### src/rtl/hazard_ctrl.sv
// Hazard/stall controller for the 5-stage pipeline: drives stage enables and flushes, plus a data-memory watchdog.
// Optional performance counters are built when HAZ_PERF_CNT_EN is defined.
module hazard_ctrl #(
    parameter int WAIT_MAX = 16,
    parameter int CNT_W    = 16
) (
    input  logic             clk,
    input  logic             res,
    input  logic [4:0]       id_rs,
    input  logic [4:0]       id_rt,
    input  logic             id_uses_rt,
    input  logic             ex_memread,
    input  logic [4:0]       ex_rd,
    input  logic             id_jump,
    input  logic             mem_branch_taken,
    input  logic             mem_access,
    input  logic             dmem_ready,
    output logic             pc_en,
    output logic             ifid_en,
    output logic             idex_en,
    output logic             exmem_en,
    output logic             memwb_en,
    output logic             ifid_flush,
    output logic             idex_flush,
    output logic             exmem_flush,
    output logic [1:0]       state,
    output logic             mem_timeout
`ifdef HAZ_PERF_CNT_EN
    ,
    output logic [CNT_W-1:0] stall_cnt,
    output logic [CNT_W-1:0] flush_cnt
`endif
);

    localparam int WCNT_W = $clog2(WAIT_MAX + 1);
    localparam logic [WCNT_W-1:0] WMAX   = WCNT_W'(WAIT_MAX);
    localparam logic [WCNT_W-1:0] WMAX_1 = WCNT_W'(WAIT_MAX - 1);

    typedef enum logic [1:0] {
        RUN     = 2'd0,
        MEMWAIT = 2'd1,
        TIMEOUT = 2'd2
    } state_e;

    state_e            state_q, state_d;
    logic [WCNT_W-1:0] wcnt_q, wcnt_d;
    logic              timeout_q, timeout_d;
    logic              freeze;
    logic              load_use;

    assign freeze   = (state_q != RUN) || (mem_access && !dmem_ready);
    assign load_use = ex_memread && (ex_rd != 5'd0) &&
                      ((ex_rd == id_rs) || (id_uses_rt && (ex_rd == id_rt)));

    // Single priority chain: freeze > taken branch > load-use > jump.
    always_comb begin
        pc_en       = 1'b1;
        ifid_en     = 1'b1;
        idex_en     = 1'b1;
        exmem_en    = 1'b1;
        memwb_en    = 1'b1;
        ifid_flush  = 1'b0;
        idex_flush  = 1'b0;
        exmem_flush = 1'b0;
        if (freeze) begin
            pc_en    = 1'b0;
            ifid_en  = 1'b0;
            idex_en  = 1'b0;
            exmem_en = 1'b0;
            memwb_en = dmem_ready;
        end else if (mem_branch_taken) begin
            ifid_flush  = 1'b1;
            idex_flush  = 1'b1;
            exmem_flush = 1'b1;
        end else if (load_use) begin
            pc_en      = 1'b0;
            ifid_en    = 1'b0;
            idex_flush = 1'b1;
        end else if (id_jump) begin
            ifid_flush = 1'b1;
        end
    end

    // The RUN cycle that first sees not-ready counts as wait cycle 1.
    always_comb begin
        state_d   = state_q;
        wcnt_d    = wcnt_q;
        timeout_d = timeout_q;
        case (state_q)
            RUN: begin
                if (mem_access && !dmem_ready) begin
                    state_d = MEMWAIT;
                    wcnt_d  = WCNT_W'(1);
                end else begin
                    wcnt_d = '0;
                end
            end
            MEMWAIT: begin
                if (dmem_ready) begin
                    state_d = RUN;
                    wcnt_d  = '0;
                end else if (wcnt_q >= WMAX_1) begin
                    state_d   = TIMEOUT;
                    wcnt_d    = WMAX;
                    timeout_d = 1'b1;
                end else begin
                    wcnt_d = wcnt_q + WCNT_W'(1);
                end
            end
            TIMEOUT: begin
                if (dmem_ready) begin
                    state_d = RUN;
                    wcnt_d  = '0;
                end
            end
            default: begin
                state_d = RUN;
                wcnt_d  = '0;
            end
        endcase
    end

    always_ff @(posedge clk or negedge res) begin
        if (!res) begin
            state_q   <= RUN;
            wcnt_q    <= '0;
            timeout_q <= 1'b0;
        end else begin
            state_q   <= state_d;
            wcnt_q    <= wcnt_d;
            timeout_q <= timeout_d;
        end
    end

    assign state       = state_q;
    assign mem_timeout = timeout_q;

`ifdef HAZ_PERF_CNT_EN
    logic [CNT_W-1:0] stall_q, flush_q;

    always_ff @(posedge clk or negedge res) begin
        if (!res) begin
            stall_q <= '0;
            flush_q <= '0;
        end else begin
            if (!pc_en)
                stall_q <= stall_q + CNT_W'(1);
            if (ifid_flush || idex_flush || exmem_flush)
                flush_q <= flush_q + CNT_W'(1);
        end
    end

    assign stall_cnt = stall_q;
    assign flush_cnt = flush_q;
`endif

endmodule

### config.mk
export PLATFORM = sky130hd
export DESIGN_NAME = hazard_ctrl
export DESIGN_NICKNAME = d
export VERILOG_FILES = /design/src/rtl/hazard_ctrl.sv
export SDC_FILE = /design/constraint.sdc
export NUM_CORES = 1
export LEC_CHECK = 0
export BUFFER_PORTS_ARGS = -buffer_cell sky130_fd_sc_hd__buf_2
export CAP_MARGIN = 20
export CORE_UTILIZATION = 43
export DETAILED_ROUTE_END_ITERATION = 8
export HOLD_SLACK_MARGIN = 0.12
export PLACE_DENSITY_LB_ADDON = 0.1
export SYNTH_ARGS = -nofsm -noshare
export SYNTH_HDL_FRONTEND = slang
export SYNTH_SLANG_ARGS = --single-unit
### constraint.sdc
create_clock -name clk -period 1.9 [get_ports clk]
set_input_delay 0 -clock clk [delete_from_list [all_inputs] [get_ports clk]]
set_output_delay 0 -clock clk [all_outputs]
set_load 0.01 [all_outputs]
==> results of run 1 <==
[layout make-up]
| type | instances | area, um^2 | share of cell area |
|---|---|---|---|
| inverter | 3 | 11.3 | 0.0127 |
| timing repair buffer | 39 | 223 | 0.251 |
| sequential | 8 | 200 | 0.226 |
| tap | 15 | 18.8 | 0.0212 |
| multi-input combinational | 55 | 410 | 0.463 |
| clock buffer | 3 | 22.5 | 0.0254 |
[metal layers]
layer  up-vias  routed length (um)  track usage  share of wire
met2        21                 618        0.278           0.46
met3         0                 102       0.0833          0.076
met4         0                   0            0              0
li1        326                   -            -              -
met5         -                   0            0              0
met1       276                 626        0.230           0.46
[report_power, final]
part	leakage (nW)	switching [mW]	internal [mW]
Clock	0.0138	0.0570	0.0722
Combinational	0.296	0.0626	0.0701
Sequential	0.104	0.00658	0.175
[repair_timing]
item / CTS / global route
resized for setup: 0 / 1
hold buffers: 5 / 0
hold endpoints to repair: 15 / 0
buffers inserted: 0 / 0
setup endpoints to repair: 0 / 2
[flip-flops by register name, summed over array words and instances, names as in the netlist]
name and flops:
wcnt_q 5, state 2, mem_timeout 1
[worst paths after layout]
check	start	slack, ns	end
worst max-delay path	wcnt_q[0]	0.13	wcnt_q[3]
worst min-delay path	id_jump	0.38	ifid_flush
worst max register to register	wcnt_q[0]	0.13	wcnt_q[3]
worst min register to register	mem_timeout	0.47	mem_timeout
max in group asynchronous	res	0.46	wcnt_q[3]
min in group asynchronous	res	0.63	wcnt_q[0]
[worst max-delay path: stages, from the launching register on]
cell and delay (ns):
dfrtp_1 0.42, ha_1 0.24, and3_1 0.19, ha_1 0.22, nor4_4 0.33, o21ai_0 0.14
a21oi_1 0.15
[Yosys cell counts (all sizes together) (2+ instances only)]
| cell | instances | area, um^2 |
|---|---|---|
| ha | 2 | 25.0 |
| dfrtp | 8 | 200 |
| nor3 | 2 | 15.0 |
| inv | 3 | 11.3 |
| o21a | 2 | 15.0 |
| a211oi | 2 | 20.0 |
| nand2b | 2 | 12.5 |
| nand2 | 5 | 18.8 |
| nor2b | 4 | 32.5 |
| buf | 3 | 20.0 |
| nand4 | 2 | 12.5 |
| xnor2 | 10 | 87.6 |
| a21oi | 4 | 23.8 |
| o21ai | 3 | 15.0 |
| nor2 | 2 | 7.51 |
[cell families (layout without fill, tap and decap cells)]
| family | Yosys count | count (layout) | synth area share |
|---|---|---|---|
| compound gates | 19 | 19 | 0.217 |
| xor+xnor | 10 | 10 | 0.138 |
| fa+ha+maj | 2 | 2 | 0.0395 |
| buf+inv | 6 | 45 | 0.0494 |
| flops | 8 | 8 | 0.316 |
| simple gates | 24 | 24 | 0.239 |
==> results.toml, run 1 <==
[status]
status = "completed"

[floorplanning]
io_pins = 34
fp-row-count = 13
core_um2 = 1330
die-area_um2 = 1630
die_y_um = 40.4
die_w_um = 40.4
start_util = 0.475

[setup_path]
worstPathMaxFanout = 5
cp.arrival_ns = 1.95
cp-end-kind = "flip-flop"
reg2reg_depth = 6
critical_path_class = "flip-flop to flip-flop"
cp-start-kind = "flip-flop"
timing.critical_path.required_ns = 2.08

[layout]
mostFrequentLayoutCells = "33 x buf_2, 10 x xnor2_1, 8 x dfrtp_1"
final_common_cell = "buf_2"
design_area_um2 = 886
syn_to_final_growth_pct = 39.9
fill_cells = 116
instances_no_fill = 123
diodes = 0
final_util = 0.664
fin_nets = 135
layout-drive-gt1-share = 0.417

[synth]
synth_cells = 69
synthArstFlopShare = 1.00
synth-seq-area-share = 0.316
synth_edf_count = 0
avgSynthCellArea_um2 = 9.18
synthFlopType = "dfrtp_1"
synth_cell_types = 35
syn_area_um2 = 633
ys_seq_elements = 8
synth_fp_nets = 94
ys_warn_count = 0

[detailed_routing]
routedWlPerCell_um = 11.0
drt_iter0_markers = 9
ant_nets = 0
vias_per_cell = 5.07
vias = 623
wl_mm = 1.35
drcViolationCount = 0
first_pass_iters = 3

[placement]
place_area_um2 = 805
dp.cells = 115
dp_slack_ns = 0.0940
hpwl_mm = 1.04
globalplace.congestion = 0.666
port_buffers = 33

[sta]
period_minus_slack_ns = 1.77
setup_tns_ns = 0
worstMarginPinSlew_ns = 0.398
holdWs_ns = 0.380
setup_viol = 0
finClkSkew_ns = 0.00429
timing.fmax_ghz = 0.566
setup_slack_ns = 0.134
slew-limit-headroom = 0.734
hold_violations = 0
fin_crit_sh = 0.929
slew_violations = 0
rsz0062_at_grt = "false"

[flow_run]
maxCapViolations = 0

[global_route]
grt_max_degree = 11
track_usage = 0.175
grt_pass1_vias = 482
grt_first_pass_wirelength_mm = 1.91
grt_overflow = 0
antenna_found_initial = 0

[power]
p_leak_nw = 0.414
total_power_uw = 444
p_per_area_nw_per_um2 = 501
ir_worst_vdd_v = 0.000356

[cts]
cts_tree = "built"
clk_latency_ns = 0.25
ctsLongestPathBuffers = 2
numCtsBuffers = 3
cts_max_level = 1
root_buffer = "clkbuf_4"
cts_sinks = 8
path_clk_slew_ns = 0.05

[hold_path]
hold_path.class = "primary input to output port"
min_path_cells = 4
(Power assumes the default switching activity.)
==> inputs of run 2 (changes only) <==
==> constraint.sdc (replaced) <==
create_clock -name clk -period 1.9 [get_ports clk]
set_input_delay 0.285 -clock clk [delete_from_list [all_inputs] [get_ports clk]]
set_output_delay 0.285 -clock clk [all_outputs]
set_load 0.01 [all_outputs]
==> results.toml, run 2 (same netlist as run 1, synthesis figures left out) <==
[global_route]
grt_overflow = 0
track_usage = 0.203
grt_first_pass_wirelength_mm = 2.08
grt_pass1_vias = 490
grt_max_degree = 11
antenna_found_initial = 0

[cts]
root_buffer = "clkbuf_4"
clk_latency_ns = 0.26
numCtsBuffers = 3
cts_max_level = 1
cts_sinks = 8
cts_tree = "built"
path_clk_slew_ns = 0.05
ctsLongestPathBuffers = 2

[setup_path]
cp.arrival_ns = 1.55
cp-end-kind = "output port"
r2r-end = "wcnt_q[3]"
crit_chain = "buf_2 > or4_4 > o21a_1 > nor2b_4 > a21boi_2 > buf_2"
critical-path-slowest-cell = "or4_4"
cp-start-kind = "primary input"
worstPathMaxFanout = 3
reg2reg_from = "wcnt_q[1]"
critical-path-top-delay-family = "simple AND/OR/NAND/NOR gates"
r2r_slack_ns = 0.16
critical_path_class = "primary input to output port"
reg2reg_depth = 6
slowest_delay_ns = 0.54
crit_buf_inv = 2
cpMostUsedCell = "buf_2"
timing.critical_path.required_ns = 1.62

[sta]
period_minus_slack_ns = 1.84
holdWs_ns = 0.311
hold_violations = 0
slew_violations = 0
setup_viol = 0
slew-limit-headroom = 0.719
setup_tns_ns = 0
fin_crit_sh = 0.966
timing.fmax_ghz = 0.545
worstMarginPinSlew_ns = 0.420
setup_slack_ns = 0.0641
finClkSkew_ns = 0.00262

[detailed_routing]
drt_iter0_markers = 5
wl_mm = 1.41
first_pass_iters = 4
routedWlPerCell_um = 11.8
vias = 619
drcViolationCount = 0
vias_per_cell = 5.16
ant_nets = 0

[power]
seq_power_share = 0.403
swShare = 0.294
combPwrFrac = 0.302
total_power_uw = 448
p_per_area_nw_per_um2 = 519
clkPwrFrac = 0.295
internal-power_uw = 317
p_sw_uw = 132
ir_worst_vdd_v = 0.000326
p_leak_nw = 0.406

[flow_run]
maxCapViolations = 0

[layout]
design_area_um2 = 865
final_common_cell = "buf_2"
regMostFlops = "wcnt_q"
largest_reg_flops = 5
layout-drive-gt1-share = 0.448
diodes = 0
syn_to_final_growth_pct = 36.6
mostFrequentLayoutCells = "33 x buf_2, 10 x xnor2_1, 8 x dfrtp_1"
fin_nets = 132

[placement]
globalplace.congestion = 0.715
place_area_um2 = 812
dp_slack_ns = 0.0722
port_buffers = 33
hpwl_mm = 1.08

[hold_path]
holdPathEnd = "wcnt_q[4]"
hold_path.startpoint = "dmem_ready"
min_path_cells = 2
hold_path.class = "primary input to flip-flop"

[floorplanning]
fp-row-count = 13
start_util = 0.475
core_um2 = 1330
die_y_um = 40.4
die-area_um2 = 1630
io_pins = 34
die_w_um = 40.4

[status]
status = "completed"
==> run 2: cell types whose count changed in the layout (fill, tap and decap cells not counted), sizes merged <==
cell | before | now
buf | 34 | 35
dlygate4sd3 | 5 | 1
==> run 2: worst reg2reg max path, stage by stage (launching register included) <==
cell and delay (ns):
dfrtp_1 0.40, ha_1 0.22, and3_1 0.19, ha_1 0.22, nor4_4 0.34, o21ai_0 0.14
a21oi_1 0.15
==> run 2: worst max-delay path by stage <==
stage,start,end,cells after the start
floorplan,ex_rd[1],pc_en,5
global placement,ex_rd[1],pc_en,6
detailed placement,ex_rd[1],ifid_en,6
CTS,ex_rd[1],ifid_en,6
global route,ex_rd[1],ifid_en,6
finish,ex_rd[1],ifid_en,6
==> run 2: timing repair <==
| item | in CTS | in global routing |
|---|---|---|
| buffers inserted | 0 | 0 |
| hold buffers | 1 | 0 |
| endpoints found under the hold margin | 8 | 0 |
| setup endpoints to repair | 0 | 4 |
| resized for setup | 0 | 3 |
==> run 2: area by class of cell <==
type,count,area [um^2]
fillers,124,469
clock buffers,3,22.5
repair buffers,36,190
inverters,3,11.3
flip-flops and latches,8,200
well taps,15,18.8
multi-input cells,55,422
==> run 2: stage by stage <==
stage / util / instances
floorplan: - / 69
global placement: 0.609 / 116
detailed placement: 0.609 / 116
CTS: 0.633 / 120
global route: 0.648 / 120
finish: 0.648 / 120
==> run 2: power by group through the flow <==
| stage | registers [mW] | clock network [mW] | logic (mW) |
|---|---|---|---|
| after CTS | 0.180 | 0.141 | 0.132 |
| after floorplan | 0.184 | 0 | 0.0745 |
| after global placement | 0.183 | 0 | 0.127 |
| after detailed placement | 0.183 | 0 | 0.130 |
| after global routing | 0.181 | 0.146 | 0.150 |
| final | 0.181 | 0.132 | 0.135 |
==> run 2: routing by layer <==
layer  GRT usage  up-vias  wire (um)
met4       0.100        0         27
met1       0.242      274        645
li1            -      319          -
met2       0.310       21        636
met5           0        -          0
met3      0.0833        5        100
==> inputs of run 3 (changes only) <==
CORE_UTILIZATION = 45   (was 43)
CTS_BUF_LIST = sky130_fd_sc_hd__clkbuf_4 sky130_fd_sc_hd__clkbuf_8   (was unset)
PLACE_DENSITY = 0.8   (was unset)
PLACE_DENSITY_LB_ADDON = unset   (was 0.1)
==> results.toml, run 3 (same netlist as run 1, synthesis figures left out) <==
[status]
status = "completed"

[hold_path]
hold_path.class = "primary input to flip-flop"

[setup_path]
critical-path-top-delay-family = "simple AND/OR/NAND/NOR gates"
crit_chain = "buf_2 > or4_1 > o21a_1 > nor2b_4 > a21boi_2 > buf_2"
crit_buf_inv = 2
critical-path-slowest-cell = "or4_1"
worstPathMaxFanout = 3
timing.critical_path.required_ns = 1.62
slowest_delay_ns = 0.52
cp-end-kind = "output port"
cp-start-kind = "primary input"
cpMostUsedCell = "buf_2"
critical_path_class = "primary input to output port"
cp.arrival_ns = 1.53

[detailed_routing]
ant_nets = 0
vias_per_cell = 5.19
routedWlPerCell_um = 12.0
drt_iter0_markers = 18
wl_mm = 1.44
drcViolationCount = 0
vias = 623
first_pass_iters = 4

[layout]
syn_to_final_growth_pct = 34.6
layout-drive-gt1-share = 0.438
final_util = 0.655
design_area_um2 = 852
final_common_cell = "buf_2"
instances_no_fill = 120
mostFrequentLayoutCells = "33 x buf_2, 10 x xnor2_1, 8 x dfrtp_1"
largest_reg_flops = 5
diodes = 0
fill_cells = 117
fin_nets = 132
regMostFlops = "wcnt_q"

[placement]
port_buffers = 33
dp.cells = 116
dp_slack_ns = 0.0875
hpwl_mm = 1.16
place_area_um2 = 812
globalplace.congestion = 0.742

[sta]
holdWs_ns = 0.318
timing.fmax_ghz = 0.552
fin_crit_sh = 0.954
setup_slack_ns = 0.0879
finClkSkew_ns = 0.00501
period_minus_slack_ns = 1.81
rsz0062_at_grt = "false"
hold_violations = 0
slew-limit-headroom = 0.729
worstMarginPinSlew_ns = 0.405
setup_viol = 0
setup_tns_ns = 0
slew_violations = 0

[cts]
clk_latency_ns = 0.26
cts_sinks = 8
cts_tree = "built"
numCtsBuffers = 3
path_clk_slew_ns = 0.06
ctsLongestPathBuffers = 2
cts_max_level = 1
post_cts.repair.setup_buffers = 0
root_buffer = "clkbuf_4"

[power]
total_power_uw = 447
p_leak_nw = 0.402
ir_worst_vdd_v = 0.000426
p_per_area_nw_per_um2 = 525

[floorplanning]
io_pins = 34
start_util = 0.487
die_y_um = 39.5
die-area_um2 = 1560
fp-row-count = 13
core_um2 = 1300
die_w_um = 39.5

[global_route]
grt_max_degree = 11
grt_overflow = 0
antenna_found_initial = 0
grt_first_pass_wirelength_mm = 2.13
grt_pass1_vias = 511
track_usage = 0.203

[flow_run]
maxCapViolations = 0
run 3: changes by cell type in the layout (fill, tap and decap cells not counted):
cell,change
nor4_2,+1
nor4_4,-1
or4_1,+1
or4_4,-1
run 3: area by class of cell:
type	instances	area [um^2]	area share
Tap cell	15	18.8	0.0220
Inverter	3	11.3	0.0132
Multi-Input combinational cell	55	409	0.480
Sequential cell	8	200	0.235
Clock buffer	3	22.5	0.0264
Timing Repair Buffer	36	190	0.223
run 3: power by group:
| group | internal, mW | switching (mW) |
|---|---|---|
| sequential | 0.175 | 0.00641 |
| clock | 0.0724 | 0.0603 |
| combinational | 0.0674 | 0.0655 |
| total | 0.315 | 0.132 |
run 3: what timing repair did:
| item | 4_1_cts | 5_1_grt |
|---|---|---|
| hold buffers | 1 | 0 |
| endpoints found under the hold margin | 8 | 0 |
| gates resized for setup | 0 | 1 |
| endpoints found under the setup margin | 0 | 1 |
run 3: worst paths after layout:
path | startpoint | to | slack (ns) | cells past startpoint
worst max-delay path | ex_rd[1] | ifid_en | 0.09 | 6
worst min-delay path | dmem_ready | wcnt_q[4] | 0.32 | 2
worst max register to register | wcnt_q[1] | wcnt_q[3] | 0.09 | 6
worst min register to register | mem_timeout | mem_timeout | 0.47 | 2
max in group asynchronous | res | wcnt_q[0] | 1.33 | 2
min in group asynchronous | res | wcnt_q[1] | 0.40 | 2
run 3: worst reg2reg max path, cell delays in order, from the launching register on:
cell     delay (ns)
dfrtp_1        0.41
ha_1           0.21
and3_1         0.19
ha_1           0.21
nor4_2         0.38
o21ai_0        0.15
a21oi_1        0.18
run 3: per-layer routing:
metal	routed length (um)	GRT usage	share of wire
met5	0	0	0
met4	17	0.0517	0.012
met1	680	0.263	0.47
met3	57	0.0511	0.040
met2	682	0.328	0.47
